`src/rtl/mole_round_ctrl.sv`:
```
// Whack-a-mole round sequencer: lights one LFSR-chosen target at a time, times the
// show/gap windows, judges synchronised button presses and keeps saturating score/miss counts.
module mole_round_ctrl #(
  parameter int N_MOLES   = 4,
  parameter int SHOW_CYC  = 50_000_000,
  parameter int GAP_CYC   = 12_500_000,
  parameter int ROUND_LEN = 16,
  parameter int CNT_W     = 5
) (
  input  logic               i_clk,
  input  logic               i_rst_n,
  input  logic               i_start,
  input  logic [N_MOLES-1:0] i_btn,
  output logic [N_MOLES-1:0] o_mole,
  output logic [CNT_W-1:0]   o_score,
  output logic [CNT_W-1:0]   o_misses,
  output logic               o_hit_pulse,
  output logic               o_busy,
  output logic               o_done
);
  localparam int               IDX_W     = $clog2(N_MOLES);
  localparam int               TMR_MAX   = (SHOW_CYC > GAP_CYC) ? SHOW_CYC : GAP_CYC;
  localparam int               TMR_W     = $clog2(TMR_MAX) + 1;
  localparam logic [TMR_W-1:0] SHOW_LOAD = TMR_W'(SHOW_CYC - 1);
  localparam logic [TMR_W-1:0] GAP_LOAD  = TMR_W'(GAP_CYC - 1);
  localparam logic [CNT_W-1:0] CNT_MAX   = '1;
  localparam logic [7:0]       ROUND_END = 8'(ROUND_LEN);

  typedef enum logic [2:0] {S_IDLE, S_PICK, S_SHOW, S_GAP, S_DONE} state_t;

  state_t             r_state, w_state;
  logic [N_MOLES-1:0] r_sync1, r_sync2, r_prev, r_press;
  logic [7:0]         r_lfsr;
  logic [IDX_W-1:0]   r_last, w_last, w_idx_raw, w_idx;
  logic [N_MOLES-1:0] r_mole, w_mole, w_onehot;
  logic [TMR_W-1:0]   r_timer, w_timer;
  logic [7:0]         r_round, w_round, w_round_inc;
  logic [CNT_W-1:0]   r_score, w_score, r_misses, w_misses;
  logic               r_hit, w_hit;
  logic               w_lit_hit, w_wrong;

  function automatic logic [CNT_W-1:0] sat_inc(input logic [CNT_W-1:0] v);
    return (v == CNT_MAX) ? v : v + CNT_W'(1);
  endfunction

  // Buttons idle high, so the synchroniser resets to 1 to avoid a phantom press
  always_ff @(posedge i_clk or negedge i_rst_n) begin
    if (!i_rst_n) begin
      r_sync1 <= '1;
      r_sync2 <= '1;
      r_prev  <= '1;
      r_press <= '0;
    end else begin
      r_sync1 <= i_btn;
      r_sync2 <= r_sync1;
      r_prev  <= r_sync2;
      r_press <= r_prev & ~r_sync2;
    end
  end

  always_ff @(posedge i_clk or negedge i_rst_n) begin
    if (!i_rst_n) r_lfsr <= 8'hA5;
    else          r_lfsr <= {r_lfsr[6:0], r_lfsr[7] ^ r_lfsr[5] ^ r_lfsr[4] ^ r_lfsr[3]};
  end

  assign w_idx_raw   = r_lfsr[IDX_W-1:0];
  assign w_idx       = (w_idx_raw == r_last) ? w_idx_raw + IDX_W'(1) : w_idx_raw;
  assign w_onehot    = N_MOLES'(1) << w_idx;
  assign w_lit_hit   = |(r_press & r_mole);
  assign w_wrong     = |(r_press & ~r_mole);
  assign w_round_inc = r_round + 8'd1;

  always_ff @(posedge i_clk or negedge i_rst_n) begin
    if (!i_rst_n) begin
      r_state  <= S_IDLE;
      r_last   <= '0;
      r_mole   <= '0;
      r_timer  <= '0;
      r_round  <= '0;
      r_score  <= '0;
      r_misses <= '0;
      r_hit    <= 1'b0;
    end else begin
      r_state  <= w_state;
      r_last   <= w_last;
      r_mole   <= w_mole;
      r_timer  <= w_timer;
      r_round  <= w_round;
      r_score  <= w_score;
      r_misses <= w_misses;
      r_hit    <= w_hit;
    end
  end

  always_comb begin
    w_state  = r_state;
    w_last   = r_last;
    w_mole   = r_mole;
    w_timer  = r_timer;
    w_round  = r_round;
    w_score  = r_score;
    w_misses = r_misses;
    w_hit    = 1'b0;
    case (r_state)
      S_IDLE, S_DONE: begin
        if (i_start) begin
          w_state  = S_PICK;
          w_score  = '0;
          w_misses = '0;
          w_round  = '0;
        end
      end
      S_PICK: begin
        w_last  = w_idx;
        w_timer = SHOW_LOAD;
        w_mole  = w_onehot;
        w_state = S_SHOW;
      end
      S_SHOW: begin
        if (w_lit_hit) begin
          w_score = sat_inc(r_score);
          w_hit   = 1'b1;
          w_mole  = '0;
          w_timer = GAP_LOAD;
          w_state = S_GAP;
        end else if (w_wrong) begin
          // Timer holds at zero so the escape is still taken on the next cycle
          w_misses = sat_inc(r_misses);
          if (r_timer != '0) w_timer = r_timer - TMR_W'(1);
        end else if (r_timer == '0) begin
          w_misses = sat_inc(r_misses);
          w_mole   = '0;
          w_timer  = GAP_LOAD;
          w_state  = S_GAP;
        end else begin
          w_timer = r_timer - TMR_W'(1);
        end
      end
      S_GAP: begin
        if (r_timer == '0) begin
          w_round = w_round_inc;
          w_state = (w_round_inc == ROUND_END) ? S_DONE : S_PICK;
        end else begin
          w_timer = r_timer - TMR_W'(1);
        end
      end
      default: w_state = S_IDLE;
    endcase
  end

  assign o_mole      = r_mole;
  assign o_score     = r_score;
  assign o_misses    = r_misses;
  assign o_hit_pulse = r_hit;
  assign o_busy      = (r_state == S_PICK) || (r_state == S_SHOW) || (r_state == S_GAP);
  assign o_done      = (r_state == S_DONE);

endmodule

```
`config.mk`:
```
export PLATFORM = sky130hd
export DESIGN_NAME = mole_round_ctrl
export DESIGN_NICKNAME = d
export VERILOG_FILES = /design/src/rtl/mole_round_ctrl.sv
export SDC_FILE = /design/constraint.sdc
export NUM_CORES = 1
export LEC_CHECK = 0
export CELL_PAD_IN_SITES_DETAIL_PLACEMENT = 1
export CELL_PAD_IN_SITES_GLOBAL_PLACEMENT = 1
export CORE_ASPECT_RATIO = 1.75
export CORE_UTILIZATION = 35
export DETAILED_ROUTE_END_ITERATION = 8
export PLACE_DENSITY_LB_ADDON = 0.25
export SKIP_LAST_GASP = 1
export SLEW_MARGIN = 25
export SYNTH_ARGS = -nofsm -noshare
export SYNTH_HDL_FRONTEND = slang
export SYNTH_SLANG_ARGS = --single-unit
```
`constraint.sdc`:
```
create_clock -name i_clk -period 2 [get_ports i_clk]
set_input_delay 0.2 -clock i_clk [delete_from_list [all_inputs] [get_ports i_clk]]
set_output_delay 0.2 -clock i_clk [all_outputs]
set_load 0.05 [all_outputs]
```
==> results of run 1 <==
==> per-layer routing <==
metal,wire length [microns],up-vias
met4,431,0
met5,0,-
met2,7710,57
met3,253,35
met1,4430,1787
li1,-,1599
==> state kept, by name, summed over array words and instances, names as in the netlist <==
register,cells
o_hit_pulse,1
o_misses,5
o_mole,4
o_score,5
r_last,2
r_lfsr,8
r_press,4
r_prev,4
r_round,8
r_state,3
r_sync1,4
r_sync2,4
r_timer,27
==> cells in the final DEF, fill, tap and decap left out, drive strengths merged, types with 5 or more instances in the layout <==
cell type,instances
clkbuf,9
nor2b,6
o21ai,24
nand4,5
dfstp,16
inv,10
clkdlybuf4s50,20
nor4,10
and3,5
xnor2,14
and2,7
nand2b,5
ha,7
nand3,12
xor2,5
dfrtp,63
buf,117
nor3,9
a21oi,18
mux2i,8
nor2,31
o31ai,5
nand2,46
==> report_power, final <==
part | leakage (nW) | switching [mW] | internal (mW)
clock | 0.150 | 0.747 | 0.996
sequential | 0.941 | 0.396 | 2.01
combinational | 1.41 | 2.19 | 1.90
==> critical path: stages (launching register included) <==
cell and delay, ns:
dfrtp_1 0.42, nor4_4 0.39, buf_4 0.18, and3_4 0.18, buf_6 0.10, and4_1 0.21, a41o_1 0.23, mux2i_1 0.24
nor2_1 0.05
==> cell type report <==
type	instances	share of cell area
Multi-Input combinational cell	271	0.380
Timing Repair Buffer	138	0.200
Sequential cell	79	0.337
Tap cell	130	0.0273
Clock inverter	7	0.0145
Inverter	6	0.00378
Clock buffer	9	0.0378
==> cells by family (layout without fill, tap and decap cells) <==
| family | Yosys count | count (layout) |
|---|---|---|
| buf+inv | 16 | 160 |
| flops | 79 | 79 |
| fa+ha+maj | 7 | 7 |
| mux | 10 | 10 |
| xor+xnor | 19 | 19 |
| simple gates | 152 | 152 |
| compound gates | 83 | 83 |
==> stage by stage <==
| stage | hold slack (ns) | utilization | power, mW | instances |
|---|---|---|---|---|
| final | 0.259 | 0.553 | 8.23 | 640 |
| after global routing | 0.252 | 0.553 | 8.62 | 640 |
| after CTS | 0.253 | 0.520 | 7.77 | 630 |
| after detailed placement | 0.250 | 0.469 | 5.68 | 601 |
| after global placement | 0.243 | 0.469 | 5.55 | 601 |
| after floorplan | -0.0956 | - | 4.18 | 366 |
==> worst max path at each step <==
stage	startpoint	end	slack, ns	cells after the start
floorplan	r_state[0]$_DFFE_PN0P_	r_timer[17]$_DFFE_PN0P_	-0.11	9
global placement	r_state[2]$_DFFE_PN0P_	r_timer[18]$_DFFE_PN0P_	-0.14	7
detailed placement	r_timer[7]$_DFFE_PN0P_	r_state[2]$_DFFE_PN0P_	-0.14	6
CTS	r_state[2]$_DFFE_PN0P_	r_timer[17]$_DFFE_PN0P_	-0.08	7
global route	r_timer[5]$_DFFE_PN0P_	r_timer[24]$_DFFE_PN0P_	-0.18	8
finish	r_timer[11]$_DFFE_PN0P_	r_timer[24]$_DFFE_PN0P_	-0.12	8
==> repair_timing <==
item	in CTS	in global routing
pin swaps	20	32
endpoints found under the hold margin	31	0
gates cloned	0	1
gates resized for setup	35	60
hold buffers	1	0
endpoints found under the setup margin	43	46
setup buffers	14	9
==> impl_results.md, run 1 <==
- Status: complete, but fails checks
- Violated checks: setup timing
- Largest family of logic cells by synthesized area: simple AND/OR/NAND/NOR gates
- Worst r2r path cells: 8
- Post-synth top cells: dfrtp_1 (63), nand2_1 (45), nor2_1 (31)
- DRC violations left: 0
- Reg area: between 0.002 and 0.0025 sq mm
- Die Height: between 100 and 150 microns
- DRT antenna net count: 0
- Clk_lat worst skew: ~0.35 ns
- First DRT Iteration DRCs: 117
- Hold path cells: 1
- Routed WL: between 10,000 and 15,000 microns
- Clock transition at path regs: around 0.06 ns
- Synth async-reset ratio: 1.00
- Min-Delay Endpoint: r_sync1[1]$_DFF_PN1_
- Syn avg cell area: approximately 11 sq um
- Via/cell ratio: ~5.4
- Die width: about 82 microns
- Synth unique cells: 65
- Seq cells post-synth: roughly 80
- Global routing's busiest layer: met2
- CORE AREA: 0.0108 sq mm
- Vias in the first global route: 3,880
- Pwr dens: around 1400 mW/mm^2
- Critical hold path startpoint: i_btn[1]
- DR WL/cell: 20.0 microns
- Post-route cell area: 0.00595 sq mm
- GRT overflow: 0
- Worst slew pin tran: 0.670 ns
- Post-Synth XOR/XNOR Area: 0.0427
- Reg2Reg Setup Slack: -0.12 ns
- Number of setup violations in the final report: 16
- Met3 Use GR: 0.0354
- Endpoints failing hold: 0
- TritonRoute pass-1 iters: 4
- Post-synthesis compound-gate area fraction: 0.166
- Mux cell area share after synthesis: 0.0263
- Longest Clk Path Bufs: 2
- Met2 GRT Util: 0.437
- Most used DFF post-synth: dfrtp_1
- Top-area cell type share of the netlist area: 0.404
- Synth area leaders: dfrtp_1 (40%), dfstp_2 (11%), nand2_1 (4.3%), xnor2_1 (3.1%), nor2_1 (3.0%)
- Post-Syn Nets: 380
- Reg-to-reg startpoint: r_timer[11]$_DFFE_PN0P_
- Post-Syn Area: roughly 0.004 sq mm
- Setup repair after global routing missed its margin: true
- CTS buffer count: 9
- Critical path capture point type: flop
- IO Port Bufs: 23
- Number of core rows: 50
- Period utilization: 1.06
- GPL Wtd Cong: between 0.8 and 0.9
- Initial antenna violation count: 0
- Root cell of the clock tree: clkbuf_16
- Fill count: ~1,200
- CTS Sinks: 79
- Nets: ~520
- Synth warnings: 0
- I/O Pins: 24
- First-pass GRT wire length: 19,500 microns
- Max_slew headroom: 0.549
- Final Max Slew Viols: 0
- Post-DP HPWL: 8510 microns
- CP Launch Type: flop
- Crit-path max FO: 3
- Initial Utilization: 0.362
- Pre-CTS setup slack: -0.143 ns
- N_diodes: 0
- CP required: around 2.2 ns
- Setup TNS: -0.677 ns
- Simple-gate portion of the synthesized area: 0.209
- Fin crit period: around 2.1 ns
- Cell taking the most area after synthesis: dfrtp_1
- Top-count cell post-synth: dfrtp_1
- Vias: 3,478
- Largest net degree at the start of global routing: between 40 and 50
- Multi-input logic area: between 0.002 and 0.0025 sq mm
- Min-Delay Path Class: in -> reg
- Proportion of layout cells with a drive suffix above 1: 0.471
- Post-synth EDFFs: 0
- Die footprint: between 0.01 and 0.015 sq mm
- Max Cap Viol: 0
- CTS H-Tree Depth: 3
- Max Fclk: ~470 MHz
- Tot GR Track Use: 0.228
- Setup CP Type: reg -> reg
- Cell Area, Placed: around 0.0050 sq mm
- Area grow syn2layout: 52.7%
- Setup slack after layout: -0.116 ns
- Seq/Total Area, Yosys: 0.512
- Worst VDD drop: about 1.0 mV
- Final setup skew: 0.00683 ns
- Critical path data arrival time: ~2.4 ns
- Static leakage: 2.50 nW
- CTS tree: done
- GR Layer Usage met1: 0.222
- Adder-Cell Fraction of Synth Area: 0.0225
- Syn Inst Count: 366
- R2r endpoint: r_timer[24]$_DFFE_PN0P_
(Power assumes the default switching activity.)
==> inputs of run 2 (changes only) <==
--- a/config.mk
+++ b/config.mk
@@ -11,7 +11,6 @@
 export CORE_UTILIZATION = 35
 export DETAILED_ROUTE_END_ITERATION = 8
 export PLACE_DENSITY_LB_ADDON = 0.25
-export SKIP_LAST_GASP = 1
 export SLEW_MARGIN = 25
 export SYNTH_ARGS = -nofsm -noshare
 export SYNTH_HDL_FRONTEND = slang
==> run 2 against run 1 <==
Compared with the run above: the flow still finishes with violations (setup timing); flip-flop and latch count stayed put; clock skew is 0.0022 ns higher; clock power hardly changed; total power is 2.3% higher.
==> impl_results.md, run 2 (synthesis results as in run 1) <==
- Worst slew pin tran: approximately 0.67 ns
- Clk network pwr share: 0.208
- Min-Delay Path Class: in -> reg
- Reg power frac: 0.285
- Die width: 81.8 microns
- Root cell of the clock tree: clkbuf_16
- CP Launch Type: flop
- Max_slew headroom: 0.549
- Nets: around 520
- GR Layer Usage met1: 0.220
- Fin crit period: 2.17 ns
- Status: complete, but fails checks
- CTS H-Tree Depth: 3
- Number of core rows: 50
- P_int: approximately 5 mW
- Endpoints failing hold: 0
- Violated checks: setup timing
- Post-DP HPWL: ~8500 microns
- Number of setup violations in the final report: 30
- Largest net degree at the start of global routing: around 50
- Clk_lat worst skew: roughly 0.35 ns
- Vias: roughly 3,500
- Routed WL: 13,300 microns
- Initial antenna violation count: 0
- Pre-CTS setup slack: -0.143 ns
- Vias in the first global route: a little under 4,000
- Register with the most flip-flops: r_timer
- Setup TNS: -1.46 ns
- R2r endpoint: r_timer[11]$_DFFE_PN0P_
- Met3 Use GR: 0.0399
- Max Fclk: 461 MHz
- Final setup skew: a little over 0.009 ns
- First DRT Iteration DRCs: between 100 and 150
- CP startpoint: r_timer[14]$_DFFE_PN0P_
- Proportion of layout cells with a drive suffix above 1: 0.488
- Crit-path max FO: 3
- Critical path capture point type: flop
- GRT overflow: 0
- Die footprint: roughly 0.012 sq mm
- TritonRoute pass-1 iters: 4
- Min-Delay Endpoint: r_sync1[2]$_DFF_PN1_
- N_diodes: 0
- Reg2Reg Setup Slack: -0.17 ns
- Commonest cells after routing, fill and taps aside: buf_4 (98), dfrtp_1 (55), nand2_1 (39)
- Setup CP Type: reg -> reg
- Switching Share: 0.412
- P_sw: ~3.5 mW
- Pwr dens: 1390 mW/mm^2
- Hold path cells: 1
- Worst r2r path cells: 8
- Static leakage: 2.53 nW
- CTS buffer count: 9
- CP max stage cell: dfrtp_1
- Longest Clk Path Bufs: 2
- Initial Utilization: 0.362
- DRT antenna net count: 0
- CP required: around 2.3 ns
- CORE AREA: 0.0108 sq mm
- Max reg flops: 27
- Final core occ: 0.563
- Critical hold path startpoint: i_btn[2]
- Tot GR Track Use: 0.230
- Combinational Power Share: 0.506
- Worst path cell trace: nor4_2 > buf_4 > nand3_4 > a311oi_4 > nor2_2 > buf_6 > o21ai_1 > a32o_1
- Met2 GRT Util: 0.441
- DRC violations left: 0
- Area grow syn2layout: 55.5%
- Worst VDD drop: just over 1 mV
- Largest registers: r_timer (27), r_lfsr (8), r_round (8)
- Die Height: 142 microns
- GPL Wtd Cong: slightly above 0.8
- Reg-to-reg startpoint: r_timer[14]$_DFFE_PN0P_
- Final hold slack: 0.255 ns
- Setup repair after global routing missed its margin: true
- Setup slack after layout: -0.169 ns
- DR WL/cell: 20.8 microns
- First-pass GRT wire length: a little under 20,000 microns
- CTS Sinks: 79
- Critical path data arrival time: around 2.5 ns
- Commonest non-fill, non-tap cell in the layout: buf_4
- Final Max Slew Viols: 0
- CTS tree: done
- Global routing's busiest layer: met2
- Clock transition at path regs: approximately 0.07 ns
- I/O Pins: 24
- Max Cap Viol: 0
- IO Port Bufs: 23
- Via/cell ratio: around 5.5
- Max incr delay on CP: roughly 0.42 ns
- Period utilization: 1.08
==> run 2: changes by cell type in the layout (fill, tap and decap cells not counted), sizes merged <==
cell and delta:
buf +1, nand2 +1
==> run 2: layout make-up <==
cell class              count  area (sq um)
repair buffers            139          1200
well taps                 130           163
multi-input cells         272          2350
fillers                  1165          4700
flip-flops and latches     79          2010
clock buffers               9           225
clock inverters             7          86.3
inverters                   6          22.5
==> run 2: what timing repair did <==
action                     4_1_cts  5_1_grt
setup buffers                   14       10
cloned                           0        2
pin swaps                       20       44
hold endpoints to repair        31        0
setup endpoints to repair       43       46
resized for setup               37       77
hold buffers                     1        0
==> run 2: worst max path at each step <==
stage	to	slack (ns)	cells after the start
after floorplan	r_timer[17]$_DFFE_PN0P_	-0.11	9
after global placement	r_timer[18]$_DFFE_PN0P_	-0.14	7
after detailed placement	r_state[2]$_DFFE_PN0P_	-0.14	6
after CTS	r_timer[17]$_DFFE_PN0P_	-0.08	7
after global routing	r_timer[1]$_DFFE_PN0P_	-0.20	10
final	r_timer[11]$_DFFE_PN0P_	-0.17	8
==> run 2: layer usage <==
metal | wire length (microns) | vias up
met3 | 365 | 42
met2 | 7760 | 80
met5 | 0 | -
li1 | - | 1609
met1 | 4580 | 1779
met4 | 628 | 0
==> run 2: worst max-delay path: cells and delay by family (launching register included) <==
kind | cells | cell delay [ns]
AOI/OAI and AO/OA | 3 | 0.88
and+or+nand+nor | 3 | 0.48
DFF | 1 | 0.42
buffers and inverters | 2 | 0.33
==> run 2: stage by stage <==
stage	area (sq um)	cells	power, mW
4_1_cts	5610	630	7.77
3_3_place_gp	5050	601	5.55
6_report	6060	642	8.42
3_5_place_dp	5050	601	5.68
5_1_grt	6060	642	8.78
2_1_floorplan	4010	366	4.18
==> run 2: power groups by stage <==
| stage | Combinational (mW) | Clock [mW] | Sequential [mW] |
|---|---|---|---|
| 3_3_place_gp | 3.18 | 0 | 2.37 |
| 3_5_place_dp | 3.27 | 0 | 2.40 |
| 6_report | 4.26 | 1.75 | 2.40 |
| 5_1_grt | 4.51 | 1.82 | 2.45 |
| 4_1_cts | 3.62 | 1.76 | 2.39 |
| 2_1_floorplan | 1.42 | 0 | 2.76 |
